[src/rtl/call_return_stack_pkg.sv]
// Shared frontend definitions: return-stack sizing defaults and the
// {count, tos_ptr} snapshot layout that travels with predicted branches.
package call_return_stack_pkg;

  localparam int unsigned IP_WIDTH  = 48;
  localparam int unsigned RAS_DEPTH = 16;
  localparam int unsigned RAS_PTR_W = 4;

  typedef struct packed {
    logic [RAS_PTR_W:0]   count;
    logic [RAS_PTR_W-1:0] tos_ptr;
  } ras_snap_t;

endpackage

[src/rtl/call_return_stack_ras_storage.sv]
// Return-address array: one write port, one combinational read port.
// Contents are never reset; validity is tracked by the owner's count.
module ras_storage #(
  parameter int unsigned DEPTH = 16,
  parameter int unsigned WIDTH = 48,
  parameter int unsigned PTR_W = 4
) (
  input  logic             clk,
  input  logic             we,
  input  logic [PTR_W-1:0] waddr,
  input  logic [WIDTH-1:0] wdata,
  input  logic [PTR_W-1:0] raddr,
  output logic [WIDTH-1:0] rdata
);

  logic [WIDTH-1:0] mem_q [DEPTH];

  always_ff @(posedge clk) begin
    if (we) mem_q[waddr] <= wdata;
  end

  assign rdata = mem_q[raddr];

endmodule

[src/rtl/call_return_stack.sv]
// Circular return-address stack with saturating occupancy, wrap-around on
// overflow, same-cycle pop-then-push, and snapshot-based mispredict restore.
module call_return_stack #(
  parameter int unsigned DEPTH    = call_return_stack_pkg::RAS_DEPTH,
  parameter int unsigned IP_WIDTH = call_return_stack_pkg::IP_WIDTH,
  parameter int unsigned PTR_W    = call_return_stack_pkg::RAS_PTR_W
) (
  input  logic                clk,
  input  logic                rst,
  input  logic                push,
  input  logic                pop,
  input  logic [IP_WIDTH-1:0] push_addr,
  input  logic                restore,
  input  logic [2*PTR_W:0]    restore_snap,
  output logic [IP_WIDTH-1:0] ret_addr,
  output logic                ret_valid,
  output logic [2*PTR_W:0]    snap,
  output logic                full
);

  localparam int unsigned   CNT_W   = PTR_W + 1;
  localparam logic [CNT_W-1:0] CNT_MAX = CNT_W'(DEPTH);

  logic [PTR_W-1:0]    tos_q, tos_d;
  logic [CNT_W-1:0]    count_q, count_d;
  logic [IP_WIDTH-1:0] ret_addr_q, ret_addr_d;
  logic                ret_valid_q, ret_valid_d;
  logic                we;
  logic [PTR_W-1:0]    waddr;
  logic [IP_WIDTH-1:0] rdata;
  logic                empty;
  logic [CNT_W-1:0]    rs_count;

  assign empty    = (count_q == '0);
  assign rs_count = restore_snap[2*PTR_W:PTR_W];

  ras_storage #(
    .DEPTH (DEPTH),
    .WIDTH (IP_WIDTH),
    .PTR_W (PTR_W)
  ) u_storage (
    .clk   (clk),
    .we    (we),
    .waddr (waddr),
    .wdata (push_addr),
    .raddr (tos_q),
    .rdata (rdata)
  );

  // Restore wins over push/pop; simultaneous push+pop replaces the top in place.
  always_comb begin
    tos_d       = tos_q;
    count_d     = count_q;
    ret_addr_d  = ret_addr_q;
    ret_valid_d = 1'b0;
    we          = 1'b0;
    waddr       = tos_q;
    if (restore) begin
      tos_d   = restore_snap[PTR_W-1:0];
      count_d = (rs_count > CNT_MAX) ? CNT_MAX : rs_count;
    end else if (push && pop) begin
      we = 1'b1;
      if (!empty) begin
        ret_addr_d  = rdata;
        ret_valid_d = 1'b1;
      end else begin
        count_d = CNT_W'(1);
      end
    end else if (push) begin
      we    = 1'b1;
      tos_d = tos_q + PTR_W'(1);
      waddr = tos_d;
      if (count_q != CNT_MAX) count_d = count_q + CNT_W'(1);
    end else if (pop && !empty) begin
      ret_addr_d  = rdata;
      ret_valid_d = 1'b1;
      tos_d       = tos_q - PTR_W'(1);
      count_d     = count_q - CNT_W'(1);
    end
  end

  always_ff @(posedge clk or negedge rst) begin
    if (!rst) begin
      tos_q       <= '0;
      count_q     <= '0;
      ret_addr_q  <= '0;
      ret_valid_q <= 1'b0;
    end else begin
      tos_q       <= tos_d;
      count_q     <= count_d;
      ret_addr_q  <= ret_addr_d;
      ret_valid_q <= ret_valid_d;
    end
  end

  assign ret_addr  = ret_addr_q;
  assign ret_valid = ret_valid_q;
  assign snap      = {count_q, tos_q};
  assign full      = (count_q == CNT_MAX);

endmodule

[config.mk]
export PLATFORM = sky130hd
export DESIGN_NAME = call_return_stack
export DESIGN_NICKNAME = d
export VERILOG_FILES = /design/src/rtl/call_return_stack_pkg.sv /design/src/rtl/call_return_stack_ras_storage.sv /design/src/rtl/call_return_stack.sv
export SDC_FILE = /design/constraint.sdc
export NUM_CORES = 1
export LEC_CHECK = 0
export CORE_MARGIN = 1.5
export CORE_UTILIZATION = 47
export CTS_CLUSTER_DIAMETER = 150
export DETAILED_ROUTE_END_ITERATION = 10
export PLACE_DENSITY_LB_ADDON = 0.3
export SLEW_MARGIN = 20
export SYNTH_ARGS = -nofsm -noshare
export SYNTH_HDL_FRONTEND = slang
export SYNTH_HIERARCHICAL = 1
export SYNTH_SLANG_ARGS = --single-unit
[constraint.sdc]
create_clock -name clk -period 7 [get_ports clk]
set_input_delay 1.05 -clock clk [delete_from_list [all_inputs] [get_ports clk]]
set_output_delay 1.05 -clock clk [all_outputs]
set_load 0.01 [all_outputs]
# Yosys cells after proc, flatten, opt, wreduce, memory -nomap -nowiden
# Memories as Yosys holds them, arrays and structs flattened.
# Cells that the tools add are included.
[totals]
output_inout_bits = 59
elab_cells = 56
regBits = 58
ram_bits = 768
inputBits = 62
memories = 1
[op_classes]
n_lt_le_gt_ge = 1
n_reduce_logical = 10
n_mux = 28
n_eq_ne = 7
n_addsub = 4
bitwise_logic = 1
[memory_table]
columns = ["memory", "words", "word_bits", "rd", "rd_ports_with_merged_regs", "write_ports", "line", "source"]
rows = [
  ["u_storage.mem_q", 16, 48, 1, 0, 1, "call_return_stack_ras_storage.sv:16", "logic [WIDTH-1:0] mem_q [DEPTH];"],
]
[ops]
columns = ["op", "count"]
rows = [
  ["$mux 48", 4],
  ["$mux 5", 7],
  ["$mux 4", 7],
  ["$mux 1", 10],
  ["$add 5x1->5 const B", 1],
  ["$eq 5x5->1 const B", 1],
  ["$gt 5x5->1 const B", 1],
  ["$logic_not 5->1", 1],
  ["$ne 5x5->1 const B", 1],
  ["$sub 5x1->5 const B", 1],
  ["$add 4x1->4 const B", 1],
  ["$ne 2x2->1 const B", 2],
  ["$ne 4x1->1 const B", 1],
  ["$reduce_and 4->1", 1],
  ["$reduce_bool 4->1", 1],
  ["$sub 4x1->4 const B", 1],
  ["$ne 3x3->1 const B", 1],
  ["$reduce_and 3->1", 1],
  ["$reduce_bool 3->1", 1],
  ["$logic_and 1x1->1", 2],
  ["$ne 2x1->1 const B", 1],
  ["$reduce_and 2->1", 1],
  ["$reduce_bool 2->1", 1],
  ["$logic_not 1->1", 1],
  ["$not 1->1", 1],
]

# Logic depth before layout (Yosys ltp)
[logic_depth]
word_depth = 7
depth_mapped = 7

# Cells and area by module
# The synthesis kept the hierarchy.
[by_module_without_submodules]
columns = ["module", "instances", "area_per_inst_um2", "seq_area_each_um2", "cells_per_inst"]
rows = [
  ["ras_storage", 1, 28730.1, 23062.1, 1194],
  ["call_return_stack", 1, 2666.3, 1451.4, 201],
]

# Least setup slack after synthesis
# OpenSTA, ideal clock, no wires.
[synth_timing]
path_type = "input to register"
startpoint = "in push"
endpoint = "mem u_storage.mem_q[0][0], enable pin"
path_buffers = 1
t_arrival_ns = 5.815
required_ns = 6.487
setup_ns = 0.513
path_slack_ns = 0.672
stages = 7
cell_sequence = "buf_2 > inv_1 > nor3_1 > nand4_1 > xnor2_1 > or3b_2 > nor3_1"
[synth_between]
word_cells_on_any_way = 9
cone_classes = "mux: 8; reduce/logical: 1"
[synth_rtl]
columns = ["item", "line", "source"]
rows = [
  ["start, declared", "call_return_stack.sv:10", "input logic push,"],
  ["$mux 4 / $logic_and 1x1->1 (equally long branches)", "call_return_stack.sv:69, call_return_stack.sv:61", ""],
  ["$mux 4 (*)", "call_return_stack.sv:61", "end else if (push && pop) begin"],
  ["$mux 4 (*)", "call_return_stack.sv:58", "if (restore) begin"],
  ["named net waddr[3]", "call_return_stack.sv:29", "logic [PTR_W-1:0] waddr;"],
  ["end, declared", "call_return_stack_ras_storage.sv:16", ""],
]
# The timed path passes the listed nets; every way through them passes the cells marked *.

# Worst setup path in the final report
[layout_timing]
startpoint = "in push"
endpoint = "mem u_storage.mem_q[6][31], enable pin"
# Same word-level chain as after synthesis.

==> impl_metrics.tcl <==
set metrics [dict create \
    post_drt_wl_per_cell_um 25.87 \
    min_period_over_period_pct 66.79 \
    hold_violations 0 \
    fin_cells 2492 \
    cp-end-kind "flip-flop" \
    peakVddDrop_mv 0.2061 \
    dpl_worst_slack_ns 1.794 \
    worst_slew_pin_slew_ns 1.028 \
    power_frac_comb_pct 14.1 \
    crit_required_ns 7.24 \
    area_delta_synth_final_pct 15.98 \
    ys_ff_latch 826 \
    final_cell_mix "edfxtp_1 (768), mux4_2 (192), clkdlybuf4s50_1 (119)" \
    period_needed_ns 4.675 \
    ys_seq_area_share_pct 78.08 \
    violations "DRC" \
    antenna_found_initial 3 \
    synth_cell_types 46 \
    fmax_mhz 213.9 \
    gr-total-overflow 0 \
    finish.utilization_pct 55.19 \
    dpl-instance-area_um2 33740 \
    vias_per_cell 5.902 \
    remaining_drc_errors 10 \
    critPathLaunch "push" \
    place_hpwl_mm 34.94 \
    cp-start-kind "input port" \
    dieArea_um2 68360 \
    fin_setup_tns_ns 0 \
    r2r_start "tos_q[1]$_DFFE_PN0P_" \
    dr_total_vias 14708 \
    post_cts_buffers 0 \
    cts-root-buf "clkbuf_16" \
    synth-edff-count 768 \
    p_leak_nw 11.70 \
    cp_max_fo 31 \
    drive_gt1_share_pct 25.26 \
    syn-cell-area_um2 31400 \
    numCtsBuffers 83 \
    htreeDepth 3 \
    synth_warnings 6 \
    p_seq_share_pct 49.4 \
    totalPowerFinal_mw 11.74 \
    p_switching_mw 2.733 \
    setup-violations-final 0 \
    portBuffers 120 \
    final_common_cell "edfxtp_1" \
    clkPwrFrac_pct 36.5 \
    clk_latency_ns 0.62 \
    first_pass_iters 8 \
    syn_inst 1395 \
    max_cap_viol_count 0 \
    cts_tree "done" \
    grt_max_degree 160 \
    gp_congestion 0.7648 \
    finalMaxSlewViolations 0 \
    syn_area_per_cell_um2 22.51 \
    power.internal_mw 9.011 \
    cts_hold_buf 0 \
    grt_setup_unrepaired "no" \
    synth_fp_nets 1465 \
    ctsResizeCount 0 \
    synthArstFlopShare_pct 7.022 \
    wl_mm 64.47 \
    drt-initial-drc-count 1256 \
    whs_ns 0.4827 \
    power_density_nw_per_um2 322.5 \
    die_x_um 261.5 \
    status "finished with violations" \
    grt.total_usage_pct 19.40 \
    clk_pin_slew_worst_paths_ns 0.06 \
    start_util_pct 47.58 \
    clkSinkCount 826 \
    p_sw_share_pct 23.27 \
    finClkSkew_ns 0.02160 \
    grt_pass1_wl_mm 97.49 \
    grt_pass1_vias 15314 \
    fillCellCount 4805 \
    die_y_um 261.5 \
    multi_input_area_um2 6616 \
    nets 1630 \
    cts_buffer_depth 3 \
    drtAntennaViolNets 0 \
    io_pins 121 \
    cp.arrival_ns 4.92 \
    path_class "in2reg" \
    core_area_um2 65980 \
    max-slew-margin-rel_pct 30.73 \
    min_path_type "in2async" \
    synth_flop_cell "edfxtp_1" \
    register_area_um2 24520 \
    fin_area_um2 36410 \
    worst_slack_ns 2.325 \
    dp.cells 2338 \
    fp-row-count 94 \
]
[power groups by stage]
stage	clock network (mW)	logic (mW)	registers, mW
global placement	0	1.64	5.91
finish	4.29	1.65	5.80
floorplan	0	0.932	5.91
CTS	4.39	1.66	5.82
global route	4.57	1.79	5.83
detailed placement	0	1.66	5.92
[routing by layer]
metal	up-vias	GRT usage (%)	share of wire [%]
met2	516	30.37	48
met1	7874	28.31	43
met4	2	5.667	1.9
met5	-	0	0.017
met3	93	3.339	6.8
li1	6223	-	-
[final timing paths]
path                                               endpoint  cells past startpoint  slack, ns
max                        u_storage/mem_q[6][31]$_DFFE_PP_                      7       2.32
min                                 ret_addr[1]$_DFFE_PN0P_                      1       0.48
min reg2reg                        ret_addr[23]$_DFFE_PN0P_                      1       0.49
max in group asynchronous              tos_q[0]$_DFFE_PN0P_                      1       5.95
min in group clk                   ret_addr[23]$_DFFE_PN0P_                      1       0.49
max reg2reg                u_storage/mem_q[6][31]$_DFFE_PP_                      5       3.03
[critical path, stage by stage]
cell and delay, ns:
clkdlybuf4s50_1 0.66, inv_1 0.37, nor3_1 0.17, o21ai_0 0.83, nand2b_1 0.48, nor2_4 0.71, buf_4 0.60
[logic make-up (layout without fill, tap and decap cells)]
kind of cell	after synthesis	after routing	synth area share, %
fa+ha+maj	8	8	0.3427
xor+xnor	7	7	0.1953
other cells	0	1	0
flops	826	826	78.08
buf+inv	81	313	1.303
simple gates	106	106	1.546
mux	245	245	15.67
compound gates	122	122	2.865
[sequential cells by signal (all words and copies together), names as in the netlist]
| name | cells |
|---|---|
| ret_addr | 48 |
| count_q | 5 |
| u_storage/mem_q | 768 |
| ret_valid | 1 |
| tos_q | 4 |
[cell usage after synthesis (2+ instances only)]
master,count,area share [%]
o31ai_1,2,0.048
o21ai_0,3,0.048
buf_4,22,0.53
a22oi_1,97,2.3
and3_1,2,0.040
nand4_1,4,0.080
clkbuf_1,27,0.32
xnor2_1,5,0.14
nand3_1,3,0.048
mux2_1,12,0.43
buf_1,16,0.19
nand2b_1,2,0.040
a221oi_1,2,0.056
nand2_1,55,0.66
mux4_2,192,14
xor2_1,2,0.056
nor2b_1,3,0.060
nor3_1,6,0.096
ha_1,7,0.28
mux2_2,40,1.4
nand3b_1,4,0.096
nor2_1,19,0.23
edfxtp_1,768,73
a21oi_1,9,0.14
buf_6,2,0.072
inv_1,7,0.084
and2_1,2,0.040
dfrtp_1,58,4.6
buf_2,6,0.096
o211ai_1,2,0.048
[layout make-up]
| class | count | area share [%] |
|---|---|---|
| clock buffers | 108 | 6.278 |
| multi-input cells | 488 | 18.17 |
| repair buffers | 153 | 4.154 |
| well taps | 864 | 2.969 |
| flip-flops and latches | 826 | 67.34 |
| inverters | 8 | 0.08247 |
| diodes | 1 | 0.006872 |
| clock inverters | 44 | 0.9965 |
Note: power is estimated with default switching activity, not from simulation.
==> edit: new RTL, config.mk and constraints unchanged <==
Take the reset off `ret_addr_q` and load it in a clocked block of its own.
--- a/src/rtl/call_return_stack.sv
+++ b/src/rtl/call_return_stack.sv
@@ -83,14 +83,16 @@
     if (!rst) begin
       tos_q       <= '0;
       count_q     <= '0;
-      ret_addr_q  <= '0;
       ret_valid_q <= 1'b0;
     end else begin
       tos_q       <= tos_d;
       count_q     <= count_d;
-      ret_addr_q  <= ret_addr_d;
       ret_valid_q <= ret_valid_d;
     end
+  end
+
+  always_ff @(posedge clk) begin
+    ret_addr_q <= ret_addr_d;
   end
 
   assign ret_addr  = ret_addr_q;
Formal check against the unedited RTL: not equivalent (Yosys sat finds a counterexample within 4 cycles, from zero or initial values and one cycle with rst low; the reset may be asserted at any time).
==> edit against the unedited design <==
Worst setup slack improved by 250 ps; wire length decreased by 3.5%; critical path depth unchanged; global-route usage fell by 0.40 points; first-iteration DRC count is 8.5% lower; design area fell by 0.77%; power down 4.4%; utilization is 0.13 points lower; maximum frequency rose by 5.6%; sequential cell count unchanged; synthesized area shrank 1.0%; highest routed layer unchanged.
==> edit: results (changes against the unedited design) <==
Multi-input comb cells: 442 (-9.4%)
CP max FO: 25 (-19%)
Area contributors post-synth: edfxtp_1, mux4_2, a22oi_1
R2R cell count: 7 (+2)
inverters: 7 (-1)
Worst path top cell family by delay: simple AND/OR/NAND/NOR gates
r2r setup slk: 2740 ps (-290 ps)
antenna violations before repair: 2 (-1)
Tot GR Track Use: 19.0% (-0.40 points)
share of cells above drive strength 1: 23.6% (-1.6 points)
status: complete, no violations
number of buffers created by CTS: 84 (+1.2%)
area taken by multi-input logic gates: 0.00609 sq mm (-7.9%)
R2R Path End: u_storage/mem_q[2][0]$_DFFE_PP_
crit path DAT: 4730 ps (-190 ps)
sequential cell area fraction in the yosys report: 79.7% (+1.6 points)
RePlAce Congestion: 0.764 (-0.16%)
critical path's slowest cell: nor2_4
vias in the first global route: 15200 (-0.71%)
clkbuf count: 101 (-6.5%)
largest net degree at the start of global routing: 71 (-56%)
first-pass GRT wire length: 94800 um (-2.8%)
minimum clock period: 4430 ps (-246 ps)
Critical R2R Launch: tos_q[0]$_DFFE_PN0P_
peak supply drop: 0.000188 V (-8.9%)
Layout clock area frac: 7.29% (+0.018 points)
sequential portion of the cell area: 68.5% (+1.2 points)
Final nets: 1584 (-2.8%)
## edit: routing by layer
metal,track usage [%],wire length (um)
met1,25.1,25900
met2,32.5,32300
met3,2.95,2600
met4,6.12,1480
met5,0,7
## edit: cell families (layout without fill, tap and decap cells)
kind of cell | Yosys count | count (layout) | synth area share (%)
AOI/OAI and AO/OA | 122 | 122 | 2.90
other | 0 | 1 | 0
DFF | 826 | 826 | 79.7
buffers and inverters | 75 | 311 | 1.17
muxes | 197 | 197 | 14.1
adders and majority gates | 8 | 8 | 0.346
and+or+nand+nor | 108 | 108 | 1.59
xor gates and xnor gates | 7 | 7 | 0.197
## edit: power groups by stage
stage	logic (W)	clock network (W)	registers [W]
after CTS	0.00127	0.00437	0.00572
after global routing	0.00134	0.00456	0.00573
final	0.00124	0.00427	0.00572
after detailed placement	0.00127	0	0.00582
after floorplan	0.000809	0	0.00579
after global placement	0.00125	0	0.00582
